[src/rtl/uart_hand_packet_scheduler.sv]
// Frames top/bottom hand coordinate snapshots into sync + payload + checksum packets
// and feeds them one byte at a time into the UART transmitter's start/busy handshake.
module uart_hand_packet_scheduler #(
    parameter int SYNC_BYTES  = 3,
    parameter int ACK_TIMEOUT = 16
) (
    input  logic        clk_in,
    input  logic        rst_in_n,
    input  logic        enable_in,
    input  logic        continuous_in,
    input  logic        update_in,
    input  logic [11:0] x_top_in,
    input  logic [11:0] y_top_in,
    input  logic [11:0] x_bottom_in,
    input  logic [11:0] y_bottom_in,
    input  logic        tx_busy_in,
    output logic        tx_start_out,
    output logic [7:0]  tx_data_out,
    output logic        packet_active_out,
    output logic        packet_done_out,
    output logic [7:0]  overrun_count_out
);

    localparam logic [3:0] SYNC_IDX = 4'(SYNC_BYTES);
    localparam logic [3:0] LAST_IDX = 4'(SYNC_BYTES + 6);
    localparam logic [7:0] TIMEOUT  = 8'(ACK_TIMEOUT);

    typedef enum logic [2:0] {
        IDLE,
        LOAD,
        SEND,
        WAIT_ACK,
        WAIT_DONE,
        DONE
    } state_t;

    state_t      state;
    logic [3:0]  idx;
    logic [7:0]  timer;

    logic [11:0] sh_xt, sh_yt, sh_xb, sh_yb;
    logic        pending;
    logic [11:0] pk_xt, pk_yt, pk_xb, pk_yb;

    logic [7:0]  payload [6];
    logic [7:0]  sum;
    logic [7:0]  checksum;
    logic        start_ok;

    function automatic logic [7:0] clamp(input logic [7:0] b);
        return (b == 8'hFF) ? 8'hFE : b;
    endfunction

    always_comb begin
        payload[0] = clamp(pk_xt[11:4]);
        payload[1] = clamp(pk_yt[7:0]);
        payload[2] = clamp({pk_xt[3:0], pk_yt[11:8]});
        payload[3] = clamp(pk_xb[11:4]);
        payload[4] = clamp(pk_yb[7:0]);
        payload[5] = clamp({pk_xb[3:0], pk_yb[11:8]});
        sum        = payload[0] + payload[1] + payload[2] + payload[3] + payload[4] + payload[5];
        checksum   = clamp(sum);
    end

    function automatic logic [7:0] byte_at(input logic [3:0] i);
        logic [3:0] off;
        off = i - SYNC_IDX;
        if (i < SYNC_IDX) return 8'hFF;
        case (off)
            4'd0:    return payload[0];
            4'd1:    return payload[1];
            4'd2:    return payload[2];
            4'd3:    return payload[3];
            4'd4:    return payload[4];
            4'd5:    return payload[5];
            default: return checksum;
        endcase
    endfunction

    // update_in counts as a trigger so a strobe seen in IDLE reaches LOAD on the very next cycle.
    assign start_ok = enable_in && (pending || update_in || continuous_in);

    always_ff @(posedge clk_in) begin
        if (!rst_in_n) begin
            sh_xt             <= '0;
            sh_yt             <= '0;
            sh_xb             <= '0;
            sh_yb             <= '0;
            pending           <= 1'b0;
            overrun_count_out <= 8'd0;
        end else if (update_in) begin
            sh_xt   <= x_top_in;
            sh_yt   <= y_top_in;
            sh_xb   <= x_bottom_in;
            sh_yb   <= y_bottom_in;
            pending <= 1'b1;
            // In LOAD the pending snapshot is being consumed, so rewriting it loses nothing.
            if (pending && state != LOAD && overrun_count_out != 8'hFF)
                overrun_count_out <= overrun_count_out + 8'd1;
        end else if (state == LOAD) begin
            pending <= 1'b0;
        end
    end

    always_ff @(posedge clk_in) begin
        if (!rst_in_n) begin
            state             <= IDLE;
            idx               <= 4'd0;
            timer             <= 8'd0;
            pk_xt             <= '0;
            pk_yt             <= '0;
            pk_xb             <= '0;
            pk_yb             <= '0;
            tx_start_out      <= 1'b0;
            tx_data_out       <= 8'd0;
            packet_active_out <= 1'b0;
            packet_done_out   <= 1'b0;
        end else begin
            tx_start_out    <= 1'b0;
            packet_done_out <= 1'b0;
            case (state)
                IDLE: begin
                    if (start_ok) begin
                        state             <= LOAD;
                        packet_active_out <= 1'b1;
                    end
                end
                LOAD: begin
                    pk_xt <= sh_xt;
                    pk_yt <= sh_yt;
                    pk_xb <= sh_xb;
                    pk_yb <= sh_yb;
                    idx   <= 4'd0;
                    // Byte 0 is always a sync byte, so it does not need the packet registers yet.
                    if (!tx_busy_in) begin
                        tx_start_out <= 1'b1;
                        tx_data_out  <= 8'hFF;
                        timer        <= 8'd0;
                        state        <= WAIT_ACK;
                    end else begin
                        state <= SEND;
                    end
                end
                SEND: begin
                    if (!tx_busy_in) begin
                        tx_start_out <= 1'b1;
                        tx_data_out  <= byte_at(idx);
                        timer        <= 8'd0;
                        state        <= WAIT_ACK;
                    end
                end
                WAIT_ACK: begin
                    if (tx_busy_in) begin
                        state <= WAIT_DONE;
                    end else if (timer == TIMEOUT) begin
                        tx_start_out <= 1'b1;
                        timer        <= 8'd0;
                    end else begin
                        timer <= timer + 8'd1;
                    end
                end
                WAIT_DONE: begin
                    if (!tx_busy_in) begin
                        if (idx == LAST_IDX) begin
                            state           <= DONE;
                            packet_done_out <= 1'b1;
                        end else begin
                            idx          <= idx + 4'd1;
                            tx_start_out <= 1'b1;
                            tx_data_out  <= byte_at(idx + 4'd1);
                            timer        <= 8'd0;
                            state        <= WAIT_ACK;
                        end
                    end
                end
                DONE: begin
                    if (start_ok) begin
                        state <= LOAD;
                    end else begin
                        state             <= IDLE;
                        packet_active_out <= 1'b0;
                    end
                end
                default: state <= IDLE;
            endcase
        end
    end

endmodule

[config.mk]
export PLATFORM = sky130hd
export DESIGN_NAME = uart_hand_packet_scheduler
export DESIGN_NICKNAME = d
export VERILOG_FILES = /design/src/rtl/uart_hand_packet_scheduler.sv
export SDC_FILE = /design/constraint.sdc
export NUM_CORES = 1
export LEC_CHECK = 0
export ABC_AREA = 0
export BUFFER_PORTS_ARGS = -buffer_cell sky130_fd_sc_hd__buf_2
export CELL_PAD_IN_SITES_DETAIL_PLACEMENT = 0
export CELL_PAD_IN_SITES_GLOBAL_PLACEMENT = 1
export CORE_MARGIN = 10
export CORE_UTILIZATION = 41
export DETAILED_ROUTE_END_ITERATION = 6
export HOLD_SLACK_MARGIN = 0.05
export PLACE_DENSITY_LB_ADDON = 0.15
export SLEW_MARGIN = 20
export SYNTH_ARGS = -nofsm -noshare
export SYNTH_HDL_FRONTEND = slang
export SYNTH_SLANG_ARGS = --single-unit
export TNS_END_PERCENT = 100
[constraint.sdc]
create_clock -name clk_in -period 4.1 [get_ports clk_in]
set_input_delay 0.205 -clock clk_in [delete_from_list [all_inputs] [get_ports clk_in]]
set_output_delay 0.205 -clock clk_in [all_outputs]
set_load 0.1 [all_outputs]
==> impl_results.md, run 1 <==
* Initial antenna violation count at 0
* Number of detailed-route iterations in the first pass at 7
* Row count at 49
* Initial Util at 41.6%
* P_int at 0.00259 W
* Syn Std Cell Area at 0.00748 sq mm
* R2R Setup Slk at 0.14 ns
* Net total in the final layout at 1040
* Total GRT Usage at 18.2%
* Worst setup path endpoint: tx_data_out[6]
* Setup Fix Bufs, Post-CTS at 0
* Placed inst area at 0.00801 sq mm
* Post-DP HPWL at 15900 um
* CTS root buffer: clkbuf_16
* Slew Viols, Final at 0
* RR Endpoint: tx_data_out[6]
* Syn Nets at 955
* Pwr/cell area at 400 mW/mm^2
* Synth area leader: dfxtp_1
* # setup viols final at 0
* Post-Synth Simple-Gate Area at 18.3%
* Most numerous cell in the Yosys netlist: dfxtp_1
* Maximum clock rate at 253 MHz
* Post-route cell area at 0.00911 sq mm
* Top cell family by delay on the critical path: adder cells
* Post-synth EDFFs at 0
* Share of cells above drive strength 1 at 15.3%
* Async set-or-reset flop fraction in the synthesized netlist at 0%
* Post-DRT Antenna Nets at 0
* GP Congestion at 0.923
* Status: finished, final reports clean
* DRT iter0 DRCs at 418
* Dpl cells at 1112
* Vias in the first global route at 6353
* Avg Cell Area, Syn at 8.72 sq um
* Routed WL at 21800 um
* CP max FO at 5
* Mux cell area share after synthesis at 6.69%
* Pleak at 3.58 nW
* Largest net degree at the start of global routing at 70
* Buf/Inv on CP at 3
* Top FF cell, synth: dfxtp_1
* Cell depth of the worst setup path at 16
* RR Startpoint: pk_xb[5]
* Max_slew headroom at 43.0%
* Req. time, crit path at 4.40 ns
* Die height at 155 um
* Number of port buffers at 72
* Post-Synth XOR/XNOR Area at 3.90%
* Worst path cell trace: nand3_1, o21ai_0, fa_1, inv_1, fa_1, inv_1, fa_1, inv_1, ha_1, fa_2, a21o_1, a21oi_2, xor2_2, nor3_1, o31ai_1, a31oi_1
* Post-Layout Cell Count at 1185
* Final hold vios at 0
* Die width at 155 um
* Max rail drop VDD at 0.000326 V
* Worst-path clk slew at 0.06 ns
* TritonCTS Sinks at 131
* Setup Crit Path Kind: reg2reg
* Synth Register Bits at 131
* Top post-synthesis cells by count: dfxtp_1 (131), nand2_1 (119), inv_1 (60), nor2b_1 (57), clkbuf_1 (55)
* RSZ-0062 raised after global routing: yes
* Share of the yosys chip area belonging to registers at 35.1%
* Seq pwr share at 38.1%
* Synth warn at 0
* Number of max-cap violations at 0
* Routed WL per cell at 18.4 um
* Pwr Total at 0.00364 W
* Slowest cell on crit path: o21ai_0
* Die Footprint at 0.0240 sq mm
* IO Pins at 73
* # diodes at 0
* Critical path origin: pk_xb[5]
* FF-to-FF path depth at 16
* Final min period at 3.96 ns
* CP arrival at 4.26 ns
* Clk pwr share at 47.3%
* Cells after Synth at 858
* Worst Tran Pin Value at 0.855 ns
* Hold Path Class: in2reg
* Largest stage delay, worst path at 0.50 ns
* Synth top area share at 35.1%
* Vias after detailed routing at 6452
* Setup TNS at 0 ns
* CP startpoint kind: flop
* Largest family of logic cells by synthesized area: compound AO/OA/AOI/OAI gates
* Tcrit/Tclk final at 96.5%
* Worst skew pair latency at 0.43 ns
* Sw power at 0.00105 W
* Clock Tree Buf Depth at 2
* Yosys cell types at 64
* First-pass GRT wire length at 35000 um
* Switch share at 28.8%
* Synth Area in Adders at 9.90%
* Logic pwr share at 14.6%
* TritonCTS clock tree: built
* Vias per cell at 5.44
* CP Capture Type: flop
* Core footprint at 0.0180 sq mm
* Area contributors post-synth: dfxtp_1 (35%), fa_1 (7.2%), mux2i_1 (6.7%), nand2_1 (6.0%), a21boi_0 (4.9%)
* Overflow after GRT at 0
* H-tree depth at 4
* Fill cell count at 1714
* Area growth from synthesis to layout at 21.8%
* Post-synthesis compound-gate area fraction at 19.3%
* # DRC at 0
* CTS buffer count at 17
* Skew final at 0.0106 ns
through the flow:
step | utilization, % | hold slack, ns | worst slack [ns]
5_1_grt | 50.7 | 0.0556 | -0.0231
2_1_floorplan | - | 0.374 | 0.273
3_5_place_dp | 44.6 | 0.460 | 0.0392
3_3_place_gp | 44.6 | 0.443 | 0.130
4_1_cts | 50.5 | 0.0502 | 0.0125
6_report | 50.7 | 0.0459 | 0.142
logic make-up (layout without fill, tap and decap cells):
group,count (synthesis),after routing
buffers and inverters,129,227
xor gates and xnor gates,30,30
adders and majority gates,43,43
AOI/OAI and AO/OA,199,199
muxes,50,50
and+or+nand+nor,276,276
DFF,131,131
worst min-delay path, stage by stage:
cell,delay [ns]
buf_2,0.08
mux2i_1,0.05
nor2b_1,0.10
power by group through the flow:
| stage | Sequential [W] | Combinational [W] | Clock [W] |
|---|---|---|---|
| finish | 0.00139 | 0.000533 | 0.00172 |
| global route | 0.00140 | 0.000585 | 0.00181 |
| CTS | 0.00139 | 0.000533 | 0.00175 |
| detailed placement | 0.00142 | 0.000501 | 0 |
| global placement | 0.00141 | 0.000494 | 0 |
| floorplan | 0.00149 | 0.000289 | 0 |
per-layer routing:
metal | vias up | part of all wire, % | global-route usage, %
met5 | - | 0 | 0
met1 | 3118 | 49 | 25.2
met4 | 0 | 1.6 | 5.71
met2 | 172 | 44 | 27.1
met3 | 24 | 5.4 | 4.44
li1 | 3138 | - | -
final cells by class:
type / instances / area, sq um / share of cell area (%)
clock buffer: 18 / 439 / 4.82
clock inverter: 14 / 214 / 2.35
inverter: 60 / 225 / 2.47
multi-input combinational: 598 / 4390 / 48.2
sequential: 131 / 2620 / 28.8
tap: 229 / 287 / 3.14
timing repair buffer: 135 / 936 / 10.3
how the worst min path moves through the flow:
| stage | from | end | slack (ns) | cells after the start |
|---|---|---|---|---|
| finish | x_top_in[9] | sh_xt[9] | 0.05 | 3 |
| global route | x_top_in[11] | sh_xt[11] | 0.06 | 3 |
| CTS | x_top_in[11] | sh_xt[11] | 0.05 | 3 |
| detailed placement | sh_xt[6] | pk_xt[6] | 0.46 | 2 |
| global placement | rst_in_n | sh_yt[11] | 0.44 | 2 |
| floorplan | x_bottom_in[0] | sh_xb[0] | 0.37 | 2 |
layout by cell type, fill, tap and decap left out, types with 14 or more instances in the layout:
master / netlist / layout
xnor2_1: 18 / 18
buf_2: 6 / 72
a221oi_1: 15 / 15
clkbuf_16: 0 / 17
ha_1: 16 / 16
inv_1: 60 / 60
nor2_1: 24 / 24
a21boi_0: 49 / 49
dlygate4sd3_1: 0 / 41
o21ai_0: 23 / 23
mux2i_1: 50 / 50
fa_1: 27 / 26
a31oi_1: 14 / 14
dfxtp_1: 131 / 131
buf_4: 2 / 22
nand2_1: 119 / 119
nor2b_1: 57 / 57
state kept, by name, indices dropped and copies added, names as in the netlist, 8 cells and up:
name and cells:
overrun_count_out 8, pk_xb 12, pk_xt 12, pk_yb 12
pk_yt 12, sh_xb 12, sh_xt 12, sh_yb 12
sh_yt 12, timer 8, tx_data_out 8
repair_timing:
action                                  in CTS  in global routing
hold buffers                                41                  0
gates resized for setup                      0                  8
endpoints found under the setup margin       0                  5
endpoints found under the hold margin       41                  0
(Power assumes the default switching activity.)
==> run 2: changes to the inputs <==
--- a/config.mk
+++ b/config.mk
@@ -14,6 +14,7 @@
 export DETAILED_ROUTE_END_ITERATION = 6
 export HOLD_SLACK_MARGIN = 0.05
 export PLACE_DENSITY_LB_ADDON = 0.15
+export SETUP_SLACK_MARGIN = 0.5
 export SLEW_MARGIN = 20
 export SYNTH_ARGS = -nofsm -noshare
 export SYNTH_HDL_FRONTEND = slang
==> impl_results.md, run 2 (synthesis gave the netlist of run 1 again) <==
* Skew final at 0.00758 ns
* Seq pwr share at 41.4%
* Number of port buffers at 72
* CP arrival at 4.09 ns
* Area growth from synthesis to layout at 22.1%
* Post-route cell area at 0.00913 sq mm
* CTS root buffer: clkbuf_16
* Number of detailed-route iterations in the first pass at 5
* RR Endpoint: tx_data_out[7]
* Largest stage delay, worst path at 0.60 ns
* Vias in the first global route at 6440
* Share of cells above drive strength 1 at 19.6%
* Place WS at 0.162 ns
* Worst path cell trace: buf_4, inv_1, fa_1, inv_1, fa_1, fa_1, ha_2, o21ai_0, o21bai_1, a21oi_2, xnor2_1, buf_4, a211oi_1, o22ai_1
* Largest net degree at the start of global routing at 68
* Placed inst area at 0.00804 sq mm
* P_int at 0.00233 W
* IO Pins at 73
* TritonCTS clock tree: built
* Worst skew pair latency at 0.42 ns
* Worst Tran Pin Value at 0.893 ns
* Tcrit/Tclk final at 92.6%
* Setup ws final at 0.304 ns
* Pleak at 3.56 nW
* Routed WL at 22800 um
* Pwr/cell area at 368 mW/mm^2
* Slew Viols, Final at 0
* Final min period at 3.80 ns
* Routed WL per cell at 19.2 um
* TritonCTS Sinks at 131
* Row count at 49
* RSZ-0062 raised after global routing: yes
* Switch share at 30.6%
* Number of max-cap violations at 0
* Req. time, crit path at 4.39 ns
* # setup viols final at 0
* CP max FO at 4
* H-tree depth at 4
* Vias per cell at 5.39
* Max_slew headroom at 40.5%
* Setup TNS at 0 ns
* CTS buffer count at 17
* Slowest cell on crit path: fa_1
* # DRC at 0
* Post-DP HPWL at 16800 um
* Overflow after GRT at 0
* GP Congestion at 0.885
* WHS Endpoint: sh_xt[9]
* Maximum clock rate at 263 MHz
* DRT iter0 DRCs at 382
* Crit path top cell by count: fa_1
* Max rail drop VDD at 0.000272 V
* Hold path cells at 3
* CP startpoint kind: flop
* Net total in the final layout at 1044
* Die height at 155 um
* Core footprint at 0.0180 sq mm
* Final hold vios at 0
* Hold Slack at 0.0463 ns
* Total GRT Usage at 18.8%
* Clk pwr share at 41.7%
* Die Footprint at 0.0240 sq mm
* Utilization after layout at 50.8%
* Vias after detailed routing at 6407
* Clock Tree Buf Depth at 2
* Setup Crit Path Kind: reg2reg
* Initial antenna violation count at 0
* Worst-path clk slew at 0.06 ns
* First-pass GRT wire length at 36000 um
* Logic pwr share at 16.8%
* Post-DRT Antenna Nets at 0
* RR Startpoint: pk_yb[4]
* Hold Path Class: in2reg
* Hold_sp: x_top_in[9]
* CP Capture Type: flop
* FF-to-FF path depth at 14
* Die width at 155 um
* # diodes at 0
* Initial Util at 41.6%
* R2R Setup Slk at 0.30 ns
* Commonest non-fill, non-tap cells in the layout: nand2_1 (119), dfxtp_1 (119), buf_2 (72), nor2b_1 (57), inv_1 (52)
* Sw power at 0.00103 W
* Status: finished, final reports clean
==> run 2: changes by cell type in the layout (fill, tap and decap cells not counted), moves of 3 or more <==
cell / before / now
ha_1: 16 / 13
dfxtp_1: 131 / 119
dlygate4sd3_1: 41 / 35
fa_2: 1 / 5
buf_4: 22 / 31
bufinv_16: 4 / 0
fa_1: 26 / 22
inv_8: 3 / 0
inv_2: 0 / 7
inv_1: 60 / 52
dfxtp_2: 0 / 12
==> run 2: per-layer routing <==
| metal | global-route usage [%] | vias up | wire (um) |
|---|---|---|---|
| li1 | - | 3150 | - |
| met1 | 25.7 | 3038 | 11100 |
| met2 | 28.6 | 188 | 9860 |
| met3 | 4.30 | 31 | 1280 |
| met4 | 6.16 | 0 | 520 |
| met5 | 0 | - | 0 |
==> run 2: cell type report <==
cell class / instances / area (sq um)
Timing Repair Buffer: 139 / 963
Clock buffer: 18 / 429
Multi-Input combinational cell: 598 / 4490
Fill cell: 1777 / 8830
Sequential cell: 131 / 2640
Tap cell: 229 / 287
Inverter: 60 / 228
Clock inverter: 13 / 103
==> run 2: how the worst max path moves through the flow <==
stage              start              to  slack, ns  cells after the start
6_report        pk_yb[4]  tx_data_out[7]       0.30                     14
5_1_grt         pk_yb[2]  tx_data_out[0]       0.20                     16
4_1_cts        pk_yt[10]  tx_data_out[6]       0.31                     14
3_5_place_dp    pk_yb[1]  tx_data_out[6]       0.16                     16
3_3_place_gp    pk_yb[1]  tx_data_out[6]       0.26                     16
2_1_floorplan  pk_yb[10]  tx_data_out[6]       0.44                     15
==> run 2: worst max-delay path, delay by kind of cell (launching register included) <==
family / cells / cell delay [ns]
AOI/OAI and AO/OA: 5 / 0.92
xor gates and xnor gates: 1 / 0.12
adders and majority gates: 4 / 1.91
DFF: 1 / 0.32
buffers and inverters: 4 / 0.40
==> run 2: power groups by stage <==
stage	registers, W	logic (W)	clock network (W)
floorplan	0.00149	0.000292	0
global route	0.00140	0.000614	0.00148
detailed placement	0.00142	0.000510	0
global placement	0.00141	0.000501	0
CTS	0.00139	0.000558	0.00143
finish	0.00139	0.000565	0.00140
==> run 2: repair_timing <==
action | CTS | global route
setup buffers | 7 | 5
pin swaps | 23 | 9
hold buffers | 35 | 0
hold endpoints to repair | 35 | 0
endpoints found under the setup margin | 6 | 6
gates resized for setup | 24 | 12
==> run 2: metrics by stage <==
step	total power [W]	cells
after CTS	0.00338	1183
final	0.00336	1188
after floorplan	0.00178	858
after global routing	0.00349	1188
after global placement	0.00192	1110
after detailed placement	0.00193	1110
